==> config.mk <==
export PLATFORM = sky130hd
export DESIGN_NAME = rx_frame_assembler_flat
export DESIGN_NICKNAME = d
export VERILOG_FILES = /design/src/rtl/pkt_pkg.sv /design/src/rtl/rx_frame_assembler_if.sv /design/src/rtl/uart_rx.sv /design/src/rtl/rx_frame_assembler.sv /design/src/flat_wrapper.sv
export SDC_FILE = /design/constraint.sdc
export NUM_CORES = 1
export LEC_CHECK = 0
export ABC_AREA = 1
export BUFFER_PORTS_ARGS = -buffer_cell sky130_fd_sc_hd__buf_2
export CORE_ASPECT_RATIO = 2
export CORE_UTILIZATION = 59
export CTS_BUF_LIST = sky130_fd_sc_hd__clkbuf_2 sky130_fd_sc_hd__clkbuf_4 sky130_fd_sc_hd__clkbuf_8
export CTS_CLUSTER_SIZE = 20
export DETAILED_ROUTE_END_ITERATION = 12
export GPL_TIMING_DRIVEN = 0
export HOLD_SLACK_MARGIN = 0.05
export PLACE_DENSITY_LB_ADDON = 0.12
export SYNTH_ARGS = -nofsm -noshare
export SYNTH_HDL_FRONTEND = slang
export SYNTH_HIERARCHICAL = 1
export SYNTH_SLANG_ARGS = --single-unit
==> constraint.sdc <==
create_clock -name clk -period 1.8 [get_ports clk]
set_clock_uncertainty 0.05 [all_clocks]
set_input_delay 0.09 -clock clk [delete_from_list [all_inputs] [get_ports clk]]
set_output_delay 0.09 -clock clk [all_outputs]
set_load 0.03 [all_outputs]
==> src/rtl/pkt_pkg.sv <==
// rtl/pkt_pkg.sv - shared frame constants and types for the rx_frame_assembler / pkt_handler pair
package pkt_pkg;

    localparam int FRAME_BYTES = 8;

    typedef logic [7:0] pkt_byte_t;

    localparam pkt_byte_t SYNC_BYTE = 8'h96;
    localparam pkt_byte_t KILL_BYTE = 8'hFF;

    typedef enum logic [1:0] {
        HUNT,
        COLLECT,
        HOLD,
        EMIT
    } asm_state_t;

    typedef enum logic [1:0] {
        U_IDLE,
        U_START,
        U_DATA,
        U_STOP
    } uart_state_t;

    function automatic logic is_frame_start(input pkt_byte_t b);
        return (b == SYNC_BYTE) || (b == KILL_BYTE);
    endfunction

endpackage

==> src/rtl/rx_frame_assembler_if.sv <==
// rtl/rx_frame_assembler_if.sv - frame burst handshake between rx_frame_assembler and pkt_handler
interface rx_frame_assembler_if;
    import pkt_pkg::*;

    pkt_byte_t rx_frame;
    logic      rx_valid;
    logic      rx_ready;

    modport master (
        output rx_frame,
        output rx_valid,
        input  rx_ready
    );

    modport slave (
        input  rx_frame,
        input  rx_valid,
        output rx_ready
    );

endinterface

==> src/rtl/uart_rx.sv <==
// rtl/uart_rx.sv - 8N1 UART receiver: line synchroniser, start-bit qualification, centre sampling, stop check
module uart_rx
    import pkt_pkg::*;
#(
    parameter int CLK_HZ = 100_000_000,
    parameter int BAUD   = 115_200
) (
    input  logic      clk,
    input  logic      rst,
    input  logic      rxd,
    output pkt_byte_t rx_byte,
    output logic      byte_valid,
    output logic      ferr,
    output logic      line_idle
);

    localparam int BIT_CYC  = CLK_HZ / BAUD;
    localparam int HALF_CYC = BIT_CYC / 2;
    localparam int CNT_W    = $clog2(BIT_CYC + 1);
    localparam logic [CNT_W-1:0] BIT_LAST  = CNT_W'(BIT_CYC - 1);
    localparam logic [CNT_W-1:0] HALF_LAST = CNT_W'(HALF_CYC - 1);

    logic             rxd_s1_q, rxd_s2_q, rxd_s3_q;
    uart_state_t      state_q, state_d;
    logic [CNT_W-1:0] cnt_q, cnt_d;
    logic [2:0]       bit_idx_q, bit_idx_d;
    pkt_byte_t        shift_q, shift_d;
    logic             byte_valid_q, byte_valid_d;
    logic             ferr_q, ferr_d;

    always_comb begin
        state_d      = state_q;
        cnt_d        = cnt_q + 1'b1;
        bit_idx_d    = bit_idx_q;
        shift_d      = shift_q;
        byte_valid_d = 1'b0;
        ferr_d       = 1'b0;
        case (state_q)
            U_IDLE: begin
                cnt_d = '0;
                // Arm only on a true falling edge so a stuck-low line after a bad stop bit is not re-read.
                if (rxd_s3_q && !rxd_s2_q) state_d = U_START;
            end
            U_START: begin
                if (cnt_q == HALF_LAST) begin
                    cnt_d     = '0;
                    bit_idx_d = '0;
                    state_d   = rxd_s2_q ? U_IDLE : U_DATA;
                end
            end
            U_DATA: begin
                if (cnt_q == BIT_LAST) begin
                    cnt_d     = '0;
                    shift_d   = {rxd_s2_q, shift_q[7:1]};
                    bit_idx_d = bit_idx_q + 3'd1;
                    if (bit_idx_q == 3'd7) state_d = U_STOP;
                end
            end
            U_STOP: begin
                if (cnt_q == BIT_LAST) begin
                    cnt_d        = '0;
                    byte_valid_d = rxd_s2_q;
                    ferr_d       = !rxd_s2_q;
                    state_d      = U_IDLE;
                end
            end
            default: state_d = U_IDLE;
        endcase
    end

    always_ff @(posedge clk or negedge rst) begin
        if (!rst) begin
            rxd_s1_q     <= 1'b1;
            rxd_s2_q     <= 1'b1;
            rxd_s3_q     <= 1'b1;
            state_q      <= U_IDLE;
            cnt_q        <= '0;
            bit_idx_q    <= '0;
            shift_q      <= '0;
            byte_valid_q <= 1'b0;
            ferr_q       <= 1'b0;
        end else begin
            rxd_s1_q     <= rxd;
            rxd_s2_q     <= rxd_s1_q;
            rxd_s3_q     <= rxd_s2_q;
            state_q      <= state_d;
            cnt_q        <= cnt_d;
            bit_idx_q    <= bit_idx_d;
            shift_q      <= shift_d;
            byte_valid_q <= byte_valid_d;
            ferr_q       <= ferr_d;
        end
    end

    assign rx_byte    = shift_q;
    assign byte_valid = byte_valid_q;
    assign ferr       = ferr_q;
    assign line_idle  = (state_q == U_IDLE);

endmodule

==> src/rtl/rx_frame_assembler.sv <==
// rtl/rx_frame_assembler.sv - hunts UART bytes for frame starts, buffers 8 bytes, replays them as one burst
// Optional RX_STATS_EN adds saturating frames_ok / frames_dropped counters.
module rx_frame_assembler
    import pkt_pkg::*;
#(
    parameter int CLK_HZ      = 100_000_000,
    parameter int BAUD        = 115_200,
    parameter int TIMEOUT_CYC = 20_000
) (
    input  logic                 clk,
    input  logic                 rst,
    input  logic                 uart_rxd,
    rx_frame_assembler_if.master bus,
    output logic                 frame_drop,
    output logic                 overrun
`ifdef RX_STATS_EN
    ,
    output logic [15:0]          frames_ok,
    output logic [15:0]          frames_dropped
`endif
);

    localparam int IDLE_W = $clog2(TIMEOUT_CYC + 1);
    localparam logic [IDLE_W-1:0] IDLE_LAST = IDLE_W'(TIMEOUT_CYC - 1);
    localparam logic [3:0]        LAST_IDX  = 4'(FRAME_BYTES - 1);
    localparam logic [3:0]        DONE_IDX  = 4'(FRAME_BYTES);

    pkt_byte_t rx_byte;
    logic      byte_valid;
    logic      ferr;
    logic      line_idle;

    uart_rx #(
        .CLK_HZ (CLK_HZ),
        .BAUD   (BAUD)
    ) u_uart_rx (
        .clk        (clk),
        .rst        (rst),
        .rxd        (uart_rxd),
        .rx_byte    (rx_byte),
        .byte_valid (byte_valid),
        .ferr       (ferr),
        .line_idle  (line_idle)
    );

    asm_state_t        state_q, state_d;
    logic [3:0]        idx_q, idx_d;
    logic [IDLE_W-1:0] idle_cnt_q, idle_cnt_d;
    pkt_byte_t         frame_buf_q [FRAME_BYTES];
    pkt_byte_t         frame_buf_d [FRAME_BYTES];
    pkt_byte_t         rx_frame_q, rx_frame_d;
    logic              rx_valid_q, rx_valid_d;
    logic              frame_drop_q, frame_drop_d;
    logic              overrun_q, overrun_d;

    always_comb begin
        state_d      = state_q;
        idx_d        = idx_q;
        idle_cnt_d   = idle_cnt_q;
        frame_buf_d  = frame_buf_q;
        rx_frame_d   = rx_frame_q;
        rx_valid_d   = 1'b0;
        frame_drop_d = 1'b0;
        overrun_d    = 1'b0;
        case (state_q)
            HUNT: begin
                idle_cnt_d = '0;
                if (byte_valid && is_frame_start(rx_byte)) begin
                    frame_buf_d[0] = rx_byte;
                    idx_d          = 4'd1;
                    state_d        = COLLECT;
                end
            end
            COLLECT: begin
                // A byte landing on the timeout cycle still counts: it is tested first.
                if (byte_valid) begin
                    frame_buf_d[idx_q[2:0]] = rx_byte;
                    idle_cnt_d              = '0;
                    if (idx_q == LAST_IDX) begin
                        idx_d   = '0;
                        state_d = HOLD;
                    end else begin
                        idx_d = idx_q + 4'd1;
                    end
                end else if (ferr || (line_idle && idle_cnt_q == IDLE_LAST)) begin
                    frame_drop_d = 1'b1;
                    idx_d        = '0;
                    state_d      = HUNT;
                end else if (line_idle) begin
                    idle_cnt_d = idle_cnt_q + 1'b1;
                end
            end
            HOLD: begin
                overrun_d = byte_valid;
                if (bus.rx_ready) begin
                    rx_valid_d = 1'b1;
                    rx_frame_d = frame_buf_q[0];
                    idx_d      = 4'd1;
                    state_d    = EMIT;
                end
            end
            EMIT: begin
                overrun_d = byte_valid;
                if (idx_q == DONE_IDX) begin
                    idx_d   = '0;
                    state_d = HUNT;
                end else begin
                    rx_valid_d = 1'b1;
                    rx_frame_d = frame_buf_q[idx_q[2:0]];
                    idx_d      = idx_q + 4'd1;
                end
            end
            default: state_d = HUNT;
        endcase
    end

    always_ff @(posedge clk or negedge rst) begin
        if (!rst) begin
            state_q      <= HUNT;
            idx_q        <= '0;
            idle_cnt_q   <= '0;
            frame_buf_q  <= '{default: '0};
            rx_frame_q   <= '0;
            rx_valid_q   <= 1'b0;
            frame_drop_q <= 1'b0;
            overrun_q    <= 1'b0;
        end else begin
            state_q      <= state_d;
            idx_q        <= idx_d;
            idle_cnt_q   <= idle_cnt_d;
            frame_buf_q  <= frame_buf_d;
            rx_frame_q   <= rx_frame_d;
            rx_valid_q   <= rx_valid_d;
            frame_drop_q <= frame_drop_d;
            overrun_q    <= overrun_d;
        end
    end

    assign bus.rx_frame = rx_frame_q;
    assign bus.rx_valid = rx_valid_q;
    assign frame_drop   = frame_drop_q;
    assign overrun      = overrun_q;

`ifdef RX_STATS_EN
    logic [15:0] frames_ok_q, frames_ok_d;
    logic [15:0] frames_dropped_q, frames_dropped_d;

    always_comb begin
        frames_ok_d      = frames_ok_q;
        frames_dropped_d = frames_dropped_q;
        if (state_q == EMIT && idx_q == DONE_IDX && frames_ok_q != 16'hFFFF)
            frames_ok_d = frames_ok_q + 16'd1;
        if (frame_drop_d && frames_dropped_q != 16'hFFFF)
            frames_dropped_d = frames_dropped_q + 16'd1;
    end

    always_ff @(posedge clk or negedge rst) begin
        if (!rst) begin
            frames_ok_q      <= '0;
            frames_dropped_q <= '0;
        end else begin
            frames_ok_q      <= frames_ok_d;
            frames_dropped_q <= frames_dropped_d;
        end
    end

    assign frames_ok      = frames_ok_q;
    assign frames_dropped = frames_dropped_q;
`endif

endmodule

==> src/flat_wrapper.sv <==
// flat-port wrapper written by rule: the top's interface ports become plain ports
module rx_frame_assembler_flat import pkt_pkg::*;
#(
    parameter int CLK_HZ      = 100_000_000,
    parameter int BAUD        = 115_200,
    parameter int TIMEOUT_CYC = 20_000
)
  (clk, rst, uart_rxd, frame_drop, overrun, bus_rx_frame, bus_rx_valid, bus_rx_ready);
  rx_frame_assembler_if bus_i ();
  input  logic clk;
  input  logic rst;
  input  logic uart_rxd;
  output logic frame_drop;
  output logic overrun;
  output wire logic [$bits(bus_i.rx_frame)-1:0] bus_rx_frame;
  output wire logic [$bits(bus_i.rx_valid)-1:0] bus_rx_valid;
  input wire logic [$bits(bus_i.rx_ready)-1:0] bus_rx_ready;
  assign bus_rx_frame = bus_i.rx_frame;
  assign bus_rx_valid = bus_i.rx_valid;
  assign bus_i.rx_ready = bus_rx_ready;
  rx_frame_assembler #(.CLK_HZ(CLK_HZ), .BAUD(BAUD), .TIMEOUT_CYC(TIMEOUT_CYC)) u_core (.clk(clk), .rst(rst), .uart_rxd(uart_rxd), .bus(bus_i), .frame_drop(frame_drop), .overrun(overrun));
endmodule
==> reports/metrics.yaml <==
clock_tree:
  clk_latency_ns: 0.45
  cts_tree: "done"
  root_buffer: "clkbuf_8"
  cts_max_level: 4
  path_clk_slew_ns: 0.08
  numCtsBuffers: 17
  cts.sinks: 124
  cts_buffer_depth: 2
routing:
  drt_iter0_markers: 568
  viasPerCell: 5.69
  ant_nets: 0
  wl_mm: 17.9
  wl_per_cell_um: 17.6
  drc: 0
  drtPass1Iterations: 5
  num_vias: 5778
worst_setup_path:
  worstPathArrival_ns: 2.12
  crit_type: "reg -> reg"
  path_max_fanout: 10
  r2r_slack_ns: -0.05
  cp.required_ns: 2.07
  start_kind: "flop"
  cp-end-kind: "flop"
  reg2regPathDepth: 6
floorplanning:
  dieArea_um2: 11100
  row_count: 53
  die_y_um: 148
  start_util: 0.602
  coreArea_um2: 10500
  io-pin-count: 15
  fp.dieW_um: 75.1
run:
  drv_cap: 0
outcome:
  violations: "negative setup slack"
  run_status: "finished with violations"
timing:
  setup_viol: 12
  finalSetupTns_ns: -0.225
  hold_violations: 0
  fin_ws_ns: -0.0539
  min_period_over_period: 1.03
  period_needed_ns: 1.85
  fmax_mhz: 539
  rsz0062_at_grt: "yes"
  relSlewSlack: 0.638
  drv_slew: 0
  tightestPinTransition_ns: 0.540
logic_synthesis:
  synth_top_family_by_area: "simple AND/OR/NAND/NOR gates"
  avgSynthCellArea_um2: 7.84
  synth_cells: 805
  synth.top_cell.area_share: 0.480
  synth_common_cells: "nand2_1 (232), dfrtp_1 (121), nor2_1 (97)"
  yosys.area.top_type: "dfrtp_1"
  synth_area_leaders: "dfrtp_1 (48%), nand2_1 (14%), nor2_1 (5.8%)"
  synthDistinctLibCells: 40
  yosysMostFrequentCell: "nand2_1"
  syn_nets: 816
  async_reset_ff_frac: 1.00
  seq_area_frac_synth: 0.492
  syn-cell-area_um2: 6310
  synth_xor_xnor_area_share: 0.0111
  synth_adder_area_share: 0.0139
  synth_seq_cells: 124
  synthFlopType: "dfrtp_1"
  synth_edf_count: 0
  yosys_warnings: 6
  synth_compound_area_frac: 0.0934
  synthMuxAreaShare: 0
  yosys.area_share.simple: 0.309
grt:
  grt_pass1_wl_mm: 28.2
  grt_pass1_vias: 5764
  grt_usage: 0.350
  grt_max_degree: 95
  antenna_found_initial: 0
  grt.overflow.total: 0
placed_design:
  gp_routability_congestion: 0.946
  port_buffers: 14
  hpwlAfterDp_mm: 11.9
power:
  powerDensity_nw_per_um2: 1190
  p_leak_nw: 3.55
  vdd_ir_drop_max_v: 0.000854
  total_power_mw: 8.86
min_path:
  holdCritPathClass: "in -> async"
finish:
  area_growth_pct: 17.7
  layout-drive-gt1-share: 0.190
  num_antenna_cells: 0
  nets: 877
==> per-stage QoR <==
| step | hold WS (ns) | area, um^2 | util | worst slack (ns) | std cells |
|---|---|---|---|---|---|
| after floorplan | -0.256 | 6310 | - | 0.0261 | 805 |
| after global placement | 0.179 | 6550 | 0.625 | -0.904 | 956 |
| after detailed placement | -0.0534 | 6590 | 0.629 | -0.389 | 957 |
| after CTS | 0.0504 | 7220 | 0.689 | -0.00515 | 1004 |
| after global routing | 0.0603 | 7430 | 0.709 | -0.122 | 1016 |
| final | 0.0532 | 7430 | 0.709 | -0.0539 | 1016 |
==> metal layers <==
metal	routed length, um	vias up	track usage
met3	1140	84	0.108
met1	6100	2733	0.360
met2	9340	272	0.587
met4	1350	0	0.235
met5	0	-	0
li1	-	2689	-
==> final cells by class <==
class,count,area [um^2]
clock buffer,22,297
fill,844,3050
buffer,20,160
timing repair buffer,42,315
tap,137,171
inverter,96,394
sequential,124,3110
multi-input combinational,565,2850
clock inverter,10,138
==> state kept, by name (all words and copies together), names as in the netlist, 3 cells and up, named ones only <==
register and count:
u_core/idx_q 4, u_core/bus.rx_frame 8, u_core/frame_buf_q 64, u_core/idle_cnt_q 15, u_core/u_uart_rx/cnt_q 10, u_core/u_uart_rx/bit_idx_q 3, u_core/u_uart_rx/rx_byte 8
==> worst paths after layout <==
path	end	startpoint
min in group clk	u_core/u_uart_rx/rxd_s1_q	uart_rxd
max in group asynchronous	u_core/u_uart_rx/rxd_s3_q	rst
min reg2reg	u_core/u_uart_rx/rxd_s2_q	u_core/u_uart_rx/rxd_s1_q
max	u_core/frame_buf_q[31]	u_core/idx_q[0]
max reg2reg	u_core/frame_buf_q[31]	u_core/idx_q[0]
min	u_core/frame_buf_q[3]	rst
==> logic make-up after synthesis <==
group / after synthesis
flops: 124
simple gates: 436
compound gates: 114
buf+inv: 116
fa+ha+maj: 7
xor+xnor: 8
==> placed cells by master, fill, tap and decap left out, types with 6 or more instances in the layout <==
master	count
o21ai_1	47
nand3_2	6
nand4_1	23
buf_2	22
inv_2	8
o21ai_0	40
clkinvlp_4	7
nand3_1	33
nor2_1	93
nor2_4	7
a21oi_1	14
buf_4	25
clkbuf_8	21
nand2_2	7
inv_1	78
nor3_1	9
dfrtp_1	119
buf_6	10
nand2_1	231
xor2_1	7
==> power by group <==
group | total (mW) | switching (mW) | internal, mW
logic | 3.03 | 2.05 | 0.983
registers | 3.19 | 0.193 | 3.00
clock network | 2.64 | 1.11 | 1.53
total | 8.86 | 3.35 | 5.51
==> timing repair <==
item	in CTS	in global routing
setup endpoints to repair	37	72
hold buffers	3	0
cloned	1	0
pin swaps	2	6
hold endpoints to repair	123	0
setup buffers	11	12
resized for setup	23	33
==> worst max-delay path, cell delays in order, from the launching register on <==
cell and delay, ns:
dfrtp_2 0.45, buf_4 0.18, nor3_2 0.46, nand2_2 0.22
buf_2 0.24, nand2_1 0.07, o21ai_1 0.06
Power figures use the tool's default switching activity.
